`config.mk`:
```
export PLATFORM = sky130hd
export DESIGN_NAME = iterative_divider
export DESIGN_NICKNAME = d
export VERILOG_FILES = /design/src/rtl/arith_pkg.sv /design/src/rtl/div_step.sv /design/src/rtl/iterative_divider.sv
export SDC_FILE = /design/constraint.sdc
export NUM_CORES = 1
export LEC_CHECK = 0
export BUFFER_PORTS_ARGS = -buffer_cell sky130_fd_sc_hd__clkbuf_2
export CORE_ASPECT_RATIO = 2
export CORE_MARGIN = 2
export CORE_UTILIZATION = 30
export DETAILED_ROUTE_END_ITERATION = 7
export GPL_TIMING_DRIVEN = 0
export PLACE_DENSITY = 0.51
export SLEW_MARGIN = 20
export SYNTH_ARGS = -nofsm -noshare
export SYNTH_HDL_FRONTEND = slang
export SYNTH_HIERARCHICAL = 1
export SYNTH_SLANG_ARGS = --single-unit
export TNS_END_PERCENT = 50
```
`constraint.sdc`:
```
create_clock -name clk -period 7.4 [get_ports clk]
set_input_delay 0.37 -clock clk [delete_from_list [all_inputs] [get_ports clk]]
set_output_delay 0.37 -clock clk [all_outputs]
set_load 0.1 [all_outputs]
```
`src/rtl/arith_pkg.sv`:
```
// Shared arithmetic-unit definitions: divider width, FSM states and the
// quotient value reported for a division by zero.
package arith_pkg;

    localparam int DIV_WIDTH = 32;

    typedef enum logic [1:0] {
        IDLE,
        CALC,
        DONE
    } div_state_e;

    localparam logic [DIV_WIDTH-1:0] DIV_BY_ZERO_Q = '1;

endpackage

```
`src/rtl/div_step.sv`:
```
// One radix-2 restoring division step: shift in the next dividend bit, trial
// subtract the divisor, keep the difference only when no borrow occurs.
module div_step #(
    parameter int WIDTH = 32
) (
    input  logic [WIDTH-1:0] r_i,
    input  logic             q_msb_i,
    input  logic [WIDTH-1:0] divisor_i,
    output logic [WIDTH-1:0] r_o,
    output logic             q_bit_o
);

    logic [WIDTH:0]   trial;
    logic [WIDTH+1:0] diff;
    logic             borrow;

    always_comb begin
        trial   = {r_i, q_msb_i};
        diff    = {1'b0, trial} - {2'b00, divisor_i};
        borrow  = diff[WIDTH+1];
        r_o     = borrow ? trial[WIDTH-1:0] : diff[WIDTH-1:0];
        q_bit_o = ~borrow;
    end

endmodule

```
`src/rtl/iterative_divider.sv`:
```
// Sequential unsigned divider: WIDTH-cycle restoring division behind
// valid/ready request and response handshakes.
module iterative_divider
    import arith_pkg::*;
#(
    parameter int WIDTH = DIV_WIDTH,
    parameter int CNT_W = $clog2(WIDTH + 1)
) (
    input  logic             clk,
    input  logic             rst_n,
    input  logic             in_valid,
    output logic             in_ready,
    input  logic [WIDTH-1:0] dividend,
    input  logic [WIDTH-1:0] divisor,
    output logic             out_valid,
    input  logic             out_ready,
    output logic [WIDTH-1:0] quotient,
    output logic [WIDTH-1:0] remainder,
    output logic             div_by_zero
);

    div_state_e       state_q, state_d;
    logic [WIDTH-1:0] q_q, q_d;
    logic [WIDTH-1:0] r_q, r_d;
    logic [WIDTH-1:0] dvs_q, dvs_d;
    logic [CNT_W-1:0] cnt_q, cnt_d;
    logic [WIDTH-1:0] quotient_q, quotient_d;
    logic [WIDTH-1:0] remainder_q, remainder_d;
    logic             dbz_q, dbz_d;

    logic [WIDTH-1:0] step_r;
    logic             step_bit;

    div_step #(.WIDTH(WIDTH)) u_step (
        .r_i       (r_q),
        .q_msb_i   (q_q[WIDTH-1]),
        .divisor_i (dvs_q),
        .r_o       (step_r),
        .q_bit_o   (step_bit)
    );

    always_comb begin
        state_d     = state_q;
        q_d         = q_q;
        r_d         = r_q;
        dvs_d       = dvs_q;
        cnt_d       = cnt_q;
        quotient_d  = quotient_q;
        remainder_d = remainder_q;
        dbz_d       = dbz_q;
        in_ready    = (state_q == IDLE);
        out_valid   = (state_q == DONE);

        case (state_q)
            IDLE: begin
                if (in_valid) begin
                    if (divisor == '0) begin
                        quotient_d  = '1;
                        remainder_d = dividend;
                        dbz_d       = 1'b1;
                        state_d     = DONE;
                    end else begin
                        dvs_d   = divisor;
                        q_d     = dividend;
                        r_d     = '0;
                        cnt_d   = CNT_W'(WIDTH);
                        dbz_d   = 1'b0;
                        state_d = CALC;
                    end
                end
            end
            CALC: begin
                r_d   = step_r;
                q_d   = {q_q[WIDTH-2:0], step_bit};
                cnt_d = cnt_q - 1'b1;
                // Final iteration writes the result registers directly.
                if (cnt_q == CNT_W'(1)) begin
                    quotient_d  = {q_q[WIDTH-2:0], step_bit};
                    remainder_d = step_r;
                    state_d     = DONE;
                end
            end
            DONE: begin
                if (out_ready) begin
                    state_d = IDLE;
                end
            end
            default: begin
                state_d = IDLE;
            end
        endcase
    end

    always_ff @(posedge clk or negedge rst_n) begin
        if (!rst_n) begin
            state_q     <= IDLE;
            q_q         <= '0;
            r_q         <= '0;
            dvs_q       <= '0;
            cnt_q       <= '0;
            quotient_q  <= '0;
            remainder_q <= '0;
            dbz_q       <= 1'b0;
        end else begin
            state_q     <= state_d;
            q_q         <= q_d;
            r_q         <= r_d;
            dvs_q       <= dvs_d;
            cnt_q       <= cnt_d;
            quotient_q  <= quotient_d;
            remainder_q <= remainder_d;
            dbz_q       <= dbz_d;
        end
    end

    assign quotient    = quotient_q;
    assign remainder   = remainder_q;
    assign div_by_zero = dbz_q;

endmodule

```
# Word level (Yosys, flattened, before mapping)
# Index checks and enable logic that the tools add are counted.
dict set report word_totals {
  regBits 169
  input_bits 68
  out_inout_bits 67
  wordCells 52
}
dict set report op_classes {
  add_sub_neg 2
  n_eq_ne 8
  mux 24
  n_bitwise 2
  n_reduce_logical 8
}
# cell count
set op_table {}
lappend op_table {{$mux W32} 11}
lappend op_table {{$pmux W32 S2} 4}
lappend op_table {{$sub A33 B32 Y34} 1}
lappend op_table {{$logic_not A32 Y1} 1}
lappend op_table {{$mux W6} 2}
lappend op_table {{$pmux W6 S2} 1}
lappend op_table {{$reduce_and A3 Y1} 3}
lappend op_table {{$mux W2} 4}
lappend op_table {{$eq A6 B1 Y1 const B} 1}
lappend op_table {{$ne A2 B2 Y1 const B} 3}
lappend op_table {{$pmux W2 S3} 1}
lappend op_table {{$sub A6 B1 Y6 const B} 1}
lappend op_table {{$ne A2 B1 Y1 const B} 2}
lappend op_table {{$reduce_and A4 Y1} 1}
lappend op_table {{$eq A2 B1 Y1 const B} 1}
lappend op_table {{$eq A2 B2 Y1 const B} 1}
lappend op_table {{$logic_not A2 Y1} 1}
lappend op_table {{$not A1 Y1} 2}
lappend op_table {{$reduce_and A2 Y1} 1}
lappend op_table {{$reduce_bool A2 Y1} 1}
lappend op_table {{$mux W1} 1}

# Depth between registers and ports, before layout
dict set report depth {
  depth_word 4
  ltp_mapped 14
}

# Hierarchy
# Netlist, hierarchy kept.
# module n_inst cells_per_inst area_per_inst_um2 seq_area_each_um2
set modules_own_cells {}
lappend modules_own_cells {iterative_divider 1 556 6857.8 4229.1}
lappend modules_own_cells {div_step 1 373 2429.8 0.0}

# Least setup slack after synthesis
# Ideal clock, no wire load.
dict set report synth_path {
  kind {flip-flop to flip-flop}
  start {register state_q[0]}
  end {register dvs_q[10]}
  setup_time_ns 0.125
  arrival_time_ns 3.171
  t_required_ns 7.275
  setup_slack_ns 4.104
  stages_incl_launch_ff 8
  synth_period_minus_slack_ns 3.296
  path_cell_list {dfrtp_1 -> buf_2 -> nor2_1 -> nand2_1 -> a21oi_1 -> buf_2 -> buf_2 -> mux2_2}
}
dict set report synth_between {
  elab_chain_cells 2
}
# element line
set synth_rtl {}
lappend synth_rtl {{start, declared} iterative_divider.sv:22} ;# div_state_e state_q, state_d;
lappend synth_rtl {{start signal, assigned} iterative_divider.sv:105} ;# state_q <= state_d;
lappend synth_rtl {{$logic_not A2 Y1} n/a}
lappend synth_rtl {{named net in_ready} iterative_divider.sv:12} ;# output logic in_ready,
lappend synth_rtl {{$reduce_and A3 Y1 (no line)} n/a}
lappend synth_rtl {{end signal, assigned} iterative_divider.sv:108} ;# dvs_q <= dvs_d;
lappend synth_rtl {{end, declared} iterative_divider.sv:25} ;# logic [WIDTH-1:0] dvs_q, dvs_d;
# The timed path passes the listed nets, and every way through them passes these cells.
# A chain may end at the register's enable or synchronous reset.

# Final worst setup path
dict set report layout_path {
  start {register r_q[0]}
  end {register r_q[23]}
}
dict set report layout_between {
  elab_chain_cells 3
}
# element line
set layout_rtl {}
lappend layout_rtl {{start, declared} iterative_divider.sv:24} ;# logic [WIDTH-1:0] r_q, r_d;
lappend layout_rtl {{start signal, assigned} iterative_divider.sv:107} ;# r_q <= r_d;
lappend layout_rtl {{$sub A33 B32 Y34} div_step.sv:19} ;# diff = {1'b0, trial} - {2'b00, divisor_i};
lappend layout_rtl {{$mux W32} div_step.sv:21} ;# r_o = borrow ? trial[WIDTH-1:0] : diff[WIDTH-1:0];
lappend layout_rtl {{named net step_r[23]} iterative_divider.sv:31} ;# logic [WIDTH-1:0] step_r;
lappend layout_rtl {{$pmux W32 S2} iterative_divider.sv:54} ;# case (state_q)
# The timed path passes the listed nets, and every way through them passes these cells.

==> key figures <==
Clocking
  – Clock Path Buffers: 2
  – CTS root buffer: clkbuf_16
  – H-tree depth: 4
  – CTS tree: yes
  – Postcts setup bufs: 0
  – Clock Latency Late Sink: 0.43 ns
  – Num CTS Buffers: 17
  – CTS sink cnt: 169
  – Worst-path clk slew: 0.07 ns

Routing
  – Final wirelength: 27300 um
  – DRC viols: 0
  – Avg WL per Cell: 18.6 um
  – Via count: 7643
  – Vias per cell: 5.20
  – Iter 0 DRT Violations: 342
  – DRT Pass-1 Iters: 4
  – Routed Antenna Nets: 0

Floorplan
  – Die H: 253 um
  – Core area: 30600 um2
  – Row count: 91
  – Die W: 128 um
  – Die area: 32500 um2
  – I/O pin total: 135
  – Initial Utilization: 30.3%

Critical path
  – Crit-path max cell delay: 0.49 ns
  – Critical Path Sink Type: register
  – Reg-to-reg endpoint: r_q[23]
  – Worst EP arrival: 3.59 ns
  – Stages on worst setup path: 9
  – Reg-to-reg slack, setup: 4.13 ns
  – Slowest CP cell: clkbuf_1
  – Setup Crit Path Kind: register to register
  – Worst setup endpoint: r_q[23]
  – Cell Chain, Critical Path: ha_1 -> nor2b_1 -> o2111a_1 -> o21ai_1 -> a311oi_2 -> nor3_4 -> clkbuf_1 -> o21ai_0 -> a22o_1
  – Worst reg2reg path startpoint: r_q[0]
  – FF-to-FF path depth: 9
  – Crit path max fanout: 10
  – WP buf/inv: 1
  – Critical path's top delay family: compound AO/OA/AOI/OAI gates
  – Crit path launch: r_q[0]
  – Startpoint Class: register
  – Critical Path RT: 7.72 ns

Synthesis
  – Post-synthesis cell count: 929
  – Area share of the largest cell type after synthesis: 45.5%
  – Asr flop ratio synth: 100%
  – Most common flop cell mapped by yosys: dfrtp_1
  – YS warnings: 6
  – Syn avg cell area: 10.0 um2
  – Syn nets: 1032
  – Synth area leaders: dfrtp_1, a22o_1, nand2_1
  – Flops & latches, synth: 169
  – Number of enable flip-flop cells after synthesis: 0
  – Area of the mapped netlist: 9290 um2
  – Cell variety after synth: 72
  – Post-synth top area cell: dfrtp_1
  – Seq/Total Area, Yosys: 45.5%

Cells and area
  – N_diodes: 0
  – Layout area overhead: 19.0%
  – Fill count: 3163
  – Layout cells sized above 1: 23.6%
  – Finished Core Util: 36.1%
  – Post-layout net count: 1188

Timing
  – Fmax: 306 MHz
  – Final max-slew violation count: 0
  – Final setup fails: 0
  – Actual transition at the worst max-transition pin: 0.979 ns
  – Min cycle time layout: 3.27 ns
  – Setup tns final: 0 ns
  – Worst slew margin: 34.7%
  – Fin crit share: 44.2%
  – Final hold violation count: 0
  – Worst Clk Skew: 0.00688 ns
  – RSZ-0062 raised after global routing: no

Worst hold path
  – Hold path start: divisor[2]
  – Worst Hold Class: input pin to register

Placement
  – PortBufs: 134
  – DP HPWL: 21800 um
  – GPL Wtd Cong: 0.851

GRT
  – First-pass GRT wire length: 43100 um
  – Number of global-route vias before repair: 7738
  – Gr usage total: 17.1%
  – Largest net degree at the start of global routing: 70
  – Grt ovf: 0
  – Initial antenna violation count: 0

Run
  – Max-Cap Viols: 0

Run status
  – Status: completed
-- worst register-to-register path: cells and delay by family (launching register included) --
kind	cells	cell delay [ns]
and+or+nand+nor	2	0.41
buffers and inverters	1	0.49
DFF	1	0.44
adders and majority gates	1	0.31
AOI/OAI and AO/OA	5	1.52
-- synth_stat cells (3+ instances only) --
| cell | count |
|---|---|
| mux2_2 | 35 |
| nand2_1 | 121 |
| nand4_1 | 3 |
| inv_1 | 45 |
| nand3_1 | 7 |
| or2_2 | 3 |
| a22o_1 | 67 |
| o21a_1 | 4 |
| o31ai_1 | 4 |
| a21boi_0 | 4 |
| ha_1 | 34 |
| nor4_1 | 9 |
| xor2_1 | 9 |
| o22a_1 | 33 |
| buf_2 | 20 |
| nor2b_1 | 4 |
| o211ai_1 | 4 |
| clkbuf_1 | 29 |
| xnor2_1 | 13 |
| and4_1 | 5 |
| a21oi_2 | 3 |
| dfrtp_1 | 169 |
| a31oi_1 | 39 |
| nand2b_1 | 6 |
| o21bai_1 | 5 |
| a21oi_1 | 65 |
| o21ai_1 | 3 |
| a211oi_1 | 3 |
| o21ai_0 | 39 |
| nor3_1 | 7 |
| nor2_1 | 29 |
| and3_1 | 5 |
| a211o_1 | 3 |
| a21o_1 | 47 |
| buf_6 | 6 |
-- how the worst min path moves through the flow --
stage / endpoint / slack [ns] / depth (start not counted)
floorplan: cnt_q[0] / 0.07 / 0
global placement: cnt_q[5] / 0.45 / 1
detailed placement: quotient[4] / 0.34 / 1
CTS: dvs_q[2] / 0.17 / 2
global route: dvs_q[25] / 0.18 / 2
finish: dvs_q[2] / 0.19 / 2
-- placed cells by master (no fill, tap or decap), types with 33 or more instances in the layout --
cell type / synthesis / final
dfrtp_1: 169 / 169
clkbuf_2: 0 / 133
nand2_1: 121 / 121
a22o_1: 67 / 67
a21oi_1: 65 / 65
a21o_1: 47 / 47
inv_1: 45 / 45
o21ai_0: 39 / 39
a31oi_1: 39 / 39
mux2_2: 35 / 35
ha_1: 34 / 34
o22a_1: 33 / 33
-- metal layers --
metal	vias up	GRT usage, %	share of wire, %
met1	3691	22.7	46
met2	203	28.3	48
met4	0	5.62	2.2
met3	29	2.58	4.1
met5	-	0	0
li1	3720	-	-
-- through the flow --
step                setup WS [ns]  hold slack (ns)  area, um2  cells
finish                       4.13            0.189      11100   1469
floorplan                    4.10           0.0744       9290    929
global placement             2.82            0.455      10400   1435
global route                 3.97            0.176      11100   1469
detailed placement           4.17            0.341      10500   1437
CTS                          4.16            0.165      11100   1469
-- timing repair --
action | CTS | global route
hold endpoints to repair | 45 | 0
hold buffers | 1 | 0
gates resized for setup | 0 | 0
-- area by class of cell --
cell class	count	area (um2)	area share, %
Sequential cell	169	4230	38.2
Timing Repair Buffer	137	744	6.73
Multi-Input combinational cell	652	4550	41.2
Clock buffer	19	443	4.01
Tap cell	372	465	4.21
Buffer	61	329	2.98
Inverter	47	176	1.60
Clock inverter	12	116	1.05
-- logic make-up after synthesis --
group,count (synthesis),synth area share [%]
muxes,38,4.67
adders and majority gates,35,4.80
xor gates and xnor gates,22,2.07
AOI/OAI and AO/OA,346,27.0
buffers and inverters,108,5.44
and+or+nand+nor,211,10.5
DFF,169,45.5
-- state kept, by name, summed over array words and instances, names as in the netlist --
signal and flops:
cnt_q 6, div_by_zero 1, dvs_q 32, q_q 32
quotient 32, r_q 32, remainder 32, state_q 2
Power is not shown: default switching activity piles up to over one toggle a cycle in this logic, so the estimate is an artifact.
